[src/rtl/act_buf_pingpong_ctrl.sv]
// Ping-pong activation buffer controller: two banks handed between
// an activation writer and a PE reader with strict bank ownership.
module act_buf_pingpong_ctrl #(
  parameter int AWIDTH = 7
) (
  input  logic              ap_clk,
  input  logic              ap_rst_n,
  input  logic              wr_req,
  output logic              wr_grant,
  output logic              wr_bank,
  input  logic              wr_done,
  input  logic              rd_req,
  output logic              rd_grant,
  output logic              rd_bank,
  input  logic              rd_done,
  input  logic [AWIDTH-1:0] wr_addr_i,
  output logic [AWIDTH:0]   wr_addr_o,
  input  logic [AWIDTH-1:0] rd_addr_i,
  output logic [AWIDTH:0]   rd_addr_o,
  output logic [1:0]        bank_full,
  output logic              proto_err
);

  localparam logic [1:0] B_EMPTY    = 2'b00;
  localparam logic [1:0] B_FILLING  = 2'b01;
  localparam logic [1:0] B_FULL     = 2'b10;
  localparam logic [1:0] B_DRAINING = 2'b11;

  localparam logic [0:0] W_IDLE = 1'b0;
  localparam logic [0:0] W_OWN  = 1'b1;
  localparam logic [0:0] R_IDLE = 1'b0;
  localparam logic [0:0] R_OWN  = 1'b1;

  logic [1:0][1:0] r_bank_st;
  logic [1:0][1:0] w_bank_nx;
  logic [0:0]      r_wr_st;
  logic [0:0]      r_rd_st;
  logic            r_wr_ptr;
  logic            r_rd_ptr;
  logic            r_proto_err;

  logic w_wr_take;
  logic w_wr_fin;
  logic w_rd_take;
  logic w_rd_fin;
  logic w_err;

  // Grants look only at registered bank state, so a bank released
  // on one edge is first grantable on the following edge.
  assign w_wr_take = (r_wr_st == W_IDLE) && wr_req
                  && (r_bank_st[r_wr_ptr] == B_EMPTY);
  assign w_wr_fin  = (r_wr_st == W_OWN) && wr_done;
  assign w_rd_take = (r_rd_st == R_IDLE) && rd_req
                  && (r_bank_st[r_rd_ptr] == B_FULL);
  assign w_rd_fin  = (r_rd_st == R_OWN) && rd_done;

  assign w_err = (wr_done && (r_wr_st == W_IDLE))
              || (rd_done && (r_rd_st == R_IDLE));

  // Events on one edge always target distinct banks, since each
  // requires a different current state of its bank.
  always_comb begin
    w_bank_nx = r_bank_st;
    if (w_wr_take) w_bank_nx[r_wr_ptr] = B_FILLING;
    if (w_wr_fin)  w_bank_nx[r_wr_ptr] = B_FULL;
    if (w_rd_take) w_bank_nx[r_rd_ptr] = B_DRAINING;
    if (w_rd_fin)  w_bank_nx[r_rd_ptr] = B_EMPTY;
  end

  always_ff @(posedge ap_clk or negedge ap_rst_n) begin
    if (!ap_rst_n) begin
      r_bank_st <= {B_EMPTY, B_EMPTY};
    end else begin
      r_bank_st <= w_bank_nx;
    end
  end

  always_ff @(posedge ap_clk or negedge ap_rst_n) begin
    if (!ap_rst_n) begin
      r_wr_st  <= W_IDLE;
      r_wr_ptr <= 1'b0;
    end else begin
      unique case (r_wr_st)
        W_IDLE: begin
          if (w_wr_take) r_wr_st <= W_OWN;
        end
        W_OWN: begin
          if (w_wr_fin) begin
            r_wr_st  <= W_IDLE;
            r_wr_ptr <= ~r_wr_ptr;
          end
        end
        default: r_wr_st <= W_IDLE;
      endcase
    end
  end

  always_ff @(posedge ap_clk or negedge ap_rst_n) begin
    if (!ap_rst_n) begin
      r_rd_st  <= R_IDLE;
      r_rd_ptr <= 1'b0;
    end else begin
      unique case (r_rd_st)
        R_IDLE: begin
          if (w_rd_take) r_rd_st <= R_OWN;
        end
        R_OWN: begin
          if (w_rd_fin) begin
            r_rd_st  <= R_IDLE;
            r_rd_ptr <= ~r_rd_ptr;
          end
        end
        default: r_rd_st <= R_IDLE;
      endcase
    end
  end

  always_ff @(posedge ap_clk or negedge ap_rst_n) begin
    if (!ap_rst_n) begin
      r_proto_err <= 1'b0;
    end else if (w_err) begin
      r_proto_err <= 1'b1;
    end
  end

  assign wr_grant  = (r_wr_st == W_OWN);
  assign rd_grant  = (r_rd_st == R_OWN);
  assign wr_bank   = r_wr_ptr;
  assign rd_bank   = r_rd_ptr;
  assign wr_addr_o = {r_wr_ptr, wr_addr_i};
  assign rd_addr_o = {r_rd_ptr, rd_addr_i};
  assign proto_err = r_proto_err;

  // FULL and DRAINING are the only encodings with the upper bit set.
  assign bank_full = {r_bank_st[1][1], r_bank_st[0][1]};

  a_excl : assert property (@(posedge ap_clk) disable iff (!ap_rst_n)
    (wr_grant && rd_grant) |-> (wr_bank != rd_bank));

endmodule

[config.mk]
export PLATFORM = sky130hd
export DESIGN_NAME = act_buf_pingpong_ctrl
export DESIGN_NICKNAME = d
export VERILOG_FILES = /design/src/rtl/act_buf_pingpong_ctrl.sv
export SDC_FILE = /design/constraint.sdc
export NUM_CORES = 1
export LEC_CHECK = 0
export ABC_AREA = 1
export CAP_MARGIN = 25
export CORE_MARGIN = 2
export CORE_UTILIZATION = 32
export CTS_CLUSTER_SIZE = 10
export DETAILED_ROUTE_END_ITERATION = 10
export GPL_ROUTABILITY_DRIVEN = 0
export HOLD_SLACK_MARGIN = 0.1
export PLACE_DENSITY = 0.75
export REMOVE_ABC_BUFFERS = 1
export SYNTH_ARGS = -nofsm -noshare
export SYNTH_HDL_FRONTEND = slang
export SYNTH_SLANG_ARGS = --single-unit
[constraint.sdc]
create_clock -name ap_clk -period 1.35 [get_ports ap_clk]
set_clock_uncertainty 0.05 [all_clocks]
set_input_delay 0.27 -clock ap_clk [delete_from_list [all_inputs] [get_ports ap_clk]]
set_output_delay 0.27 -clock ap_clk [all_outputs]
set_load 0.05 [all_outputs]
# Word-level counts from Yosys, hierarchy flattened
# Cells that the tools add are included.
totals:
  ff_bits: 9
  latchBits: 0
  ramBits: 0
  romBits: 0
  in_bits: 20
  output_inout_bits: 23
  elab_cells: 57
  mem_count: 0
classes:
  n_addsub: 0
  mul: 0
  n_div: 0
  n_lt_le_gt_ge: 4
  n_eq_ne: 1
  shifts: 0
  mux: 18
  n_bitwise: 13
  reduce_logical: 14
op_table:
  columns: ["op", "n"]
  rows:
  - ["4-bit two-way mux", 4]
  - ["2-bit two-way mux", 6]
  - ["1-bit logical AND", 10]
  - ["2-bit AND", 2]
  - ["4-bit AND", 1]
  - ["2-bit demux with 1-bit select", 2]
  - ["1-bit by 2-bit less-than comparator with 1-bit output, second input constant", 2]
  - ["1-bit two-way mux", 4]
  - ["1-bit inverter", 4]
  - ["2-bit inverter", 2]
  - ["4-bit inverter", 1]
  - ["2-bit bitwise OR", 2]
  - ["4-bit bitwise OR", 1]
  - ["1-bit case mux with 2 select lines", 2]
  - ["2-bit AND reduction", 2]
  - ["2-bit == test, second input constant", 1]
  - ["1-bit >= comparator, second input constant", 2]
  - ["2-bit zero test", 1]
  - ["1-bit logical OR", 1]

# Logic depth before layout (Yosys ltp)
logic_depth:
  word_depth: 13
  depth_mapped: 6
  ltp_nobuf: 6

# Worst setup path before layout
# No wires, ideal clock.
synth_path:
  path_type: "flip-flop to output port"
  start: "register r_wr_ptr (netlist: wr_bank)"
  end: "output port wr_addr_o[7]"
  arrival_time_ns: 1.007
  t_required_ns: 1.030
  slack_ns: 0.023
  path_stages_with_launch: 2
  path_buffers: 1
  cell_sequence: "dfrtp_1 -> buf_4"
synth_lines:
  columns: ["element", "line_no", "text"]
  rows:
  - ["start: declaration", "38", "logic r_wr_ptr;"]
  - ["start signal: assignment", "90", "r_wr_ptr <= ~r_wr_ptr;"]
  - ["end: declaration", "17", "output logic [AWIDTH:0] wr_addr_o,"]
# No word-level cell between the ends.

# Final worst setup path
layout_path:
  start: "register r_rd_ptr (netlist: rd_bank)"
  end: "output port rd_addr_o[7]"
layout_lines:
  columns: ["element", "line_no", "text"]
  rows:
  - ["start: declaration", "39", "logic r_rd_ptr;"]
  - ["start signal: assignment", "110", "r_rd_ptr <= ~r_rd_ptr;"]
  - ["end: declaration", "19", "output logic [AWIDTH:0] rd_addr_o,"]
# No word-level cell between the ends.

==> impl_results.md <==
- Vias in the first global route: 440
- Number of fill cells: 160
- Final setup fails: 0
- Minimum hold slack: 256 ps
- Max clock buf depth: 2
- FF-to-FF End: r_bank_st[0]$_DFF_PN0_
- Iteration-0 DRC Markers: 14
- Final hold violations: 0
- Slew @ Worst Pin: 415 ps
- Tightest Hold Check Type: in -> async
- Setup crit end kind: primary output
- Final Worst Setup Slack: 59.3 ps
- DRC viols: 0
- Run status: complete, no violations
- Chip Width: 45.9 um
- Ys Warns: 0
- Hold_buf cts: 0
- Comb power frac: 62.6%
- Switch Pwr: 0.960 mW
- PortBufs: 14
- Peak supply drop: 0.00164 V
- Leak: 0.335 nW
- Antenna-violating nets left: 0
- Int Pwr: 1.10 mW
- Routed len/inst: 12.7 um
- Final count of pins violating max slew: 0
- Largest net degree at the start of global routing: 10
- Sw frac: 46.5%
- Sequential Power Share: 27.3%
- Core ar.: 1690 um^2
- Clock network power share: 10.1%
- Area occupied by multi-input gates: 171 um^2
- Placed insts: 84
- Fin crit share: 95.6%
- CTS tree: done
- Worst EP required: 1030 ps
- Worst EP arrival: 970 ps
- Post-placement setup slack: -54.6 ps
- Pre-antenna DRT Iters: 4
- Top-Level Pins: 43
- PD cells: 2830 nW/um^2
- Gr ovfl total: 0
- CTS Buf Count: 3
- RSZ-0062 raised after global routing: false
- FF-to-FF setup slack: 220 ps
- Synth cell types: 15
- Reg2Reg Depth: 4
- Root buf cell: clkbuf_4
- Starting Density: 33.3%
- Synth Area per Inst: 8.26 um^2
- #FFs+latches synth: 9
- Final HPWL DP: 895 um
- Relative slew margins: 72.3%
- Reg clk slew, reported paths: 60 ps
- Post-Layout Cell Count: 88
- Sink Count: 9
- Crit Path Category: reg -> out
- Setup Buffers After CTS: 0
- Site row count: 15
- Synthesized area: 562 um^2
- Reg area: 226 um^2
- Die span in y: 45.9 um
- Min Tclk post-route: 1290 ps
- Post-Syn Instances: 68
- Final wirelength: 1.12 mm
- Peak fanout along the critical path: 4
- Share of layout cells above drive strength 1: 29.6%
- Routed via count: 441
- Initial antenna violation count: 0
- Ant diodes: 0
- F_max: 0.775 GHz
- Max-cap violations: 0
- First-pass GRT wire length: 1.90 mm
- GRT Overall Usage: 13.1%
- Die area: 2110 um^2
- Startpoint types: flop
- Register area share after synthesis: 40.1%
- Crit. Startpoint: rd_bank$_DFFE_PN0P_
- Reg2Reg Launch Point: bank_full[1]$_DFF_PN0_
- Layout Nets: 92
- Synthesis-to-finish area growth: 29.6%
- # H-tree levels: 1
- Clk_lat worst skew: 260 ps
- Via/cell ratio: 5.01
placed cells by master (no fill, tap or decap):
| master | count |
|---|---|
| dfrtp_2 | 1 |
| nand4_1 | 3 |
| dfrtp_1 | 8 |
| buf_4 | 3 |
| nand3_1 | 3 |
| a221o_1 | 1 |
| clkdlybuf4s50_1 | 5 |
| clkbuf_4 | 3 |
| o21ai_2 | 2 |
| clkbuf_1 | 1 |
| nand2_1 | 9 |
| o22ai_1 | 1 |
| inv_1 | 6 |
| buf_12 | 9 |
| o21ai_1 | 1 |
| nor2_1 | 8 |
| inv_2 | 2 |
| a21oi_1 | 3 |
| o21bai_2 | 1 |
| xor2_1 | 1 |
synth_stat cells:
library cell	n	area share, %
a21oi_1	3	2.7
a221o_1	1	1.8
buf_4	18	24
dfrtp_1	9	40
inv_1	6	4.0
inv_2	2	1.3
nand2_1	9	6.0
nand3_1	3	2.7
nand4_1	3	3.3
nor2_1	8	5.3
o21ai_1	1	0.89
o21ai_2	2	3.1
o21bai_2	1	2.0
o22ai_1	1	1.1
xor2_1	1	1.6
power groups by stage:
| stage | Sequential (mW) | Combinational (mW) | Clock (mW) |
|---|---|---|---|
| global route | 0.583 | 1.37 | 0.230 |
| CTS | 0.560 | 1.30 | 0.212 |
| detailed placement | 0.563 | 1.30 | 0 |
| floorplan | 0.899 | 0.299 | 0 |
| global placement | 0.560 | 1.28 | 0 |
| finish | 0.563 | 1.29 | 0.207 |
per-stage QoR:
step / util [%] / instance area [um^2] / total power, mW / setup TNS, ps
finish: 43.1 / 728 / 2.06 / 0
global route: 43.1 / 728 / 2.18 / 0
CTS: 43.0 / 727 / 2.07 / 0
detailed placement: 41.5 / 701 / 1.86 / -71.5
global placement: 41.5 / 701 / 1.84 / -48.1
floorplan: - / 427 / 1.20 / -1270
worst max-delay path, cell delays in order, from the launching register on:
cell	delay, ps
dfrtp_1	400
buf_4	170
buf_12	150
final cells by class:
| type | instances | share of cell area [%] |
|---|---|---|
| sequential | 9 | 31.1 |
| inverter | 8 | 4.12 |
| multi-input combinational | 33 | 23.5 |
| timing repair buffer | 17 | 34.7 |
| clock buffer | 4 | 3.61 |
| tap | 17 | 2.92 |
kinds of logic after synthesis:
logic type	after synthesis	synth area share (%)
flops	9	40.1
compound gates	9	11.6
simple gates	23	17.4
buf+inv	26	29.4
xor+xnor	1	1.56
sequential cells by signal, indices dropped and copies added (netlist names):
signal	cells
rd_grant	1
wr_grant	1
rd_bank	1
proto_err	1
bank_full	2
wr_bank	1
r_bank_st	2
worst max-delay path by stage:
stage	depth (start not counted)	endpoint	slack [ps]
6_report	2	rd_addr_o[7]	60
5_1_grt	2	rd_addr_o[7]	30
4_1_cts	1	wr_bank	20
3_5_place_dp	7	r_bank_st[2]$_DFF_PN0_	-50
3_3_place_gp	7	r_bank_st[2]$_DFF_PN0_	-50
2_1_floorplan	4	r_bank_st[2]$_DFF_PN0_	-290
timing repair:
action                                  CTS  global route
endpoints found under the hold margin     0             0
gates resized for setup                   0             1
endpoints found under the setup margin    0             2
per-layer routing:
layer / global-route usage (%) / part of all wire [%] / vias to the layer above
li1: - / - / 208
met1: 13.8 / 43 / 195
met2: 16.7 / 41 / 36
met3: 13.1 / 15 / 2
met4: 6.86 / 0.90 / 0
met5: 0 / 0 / -
(Power assumes the default switching activity.)
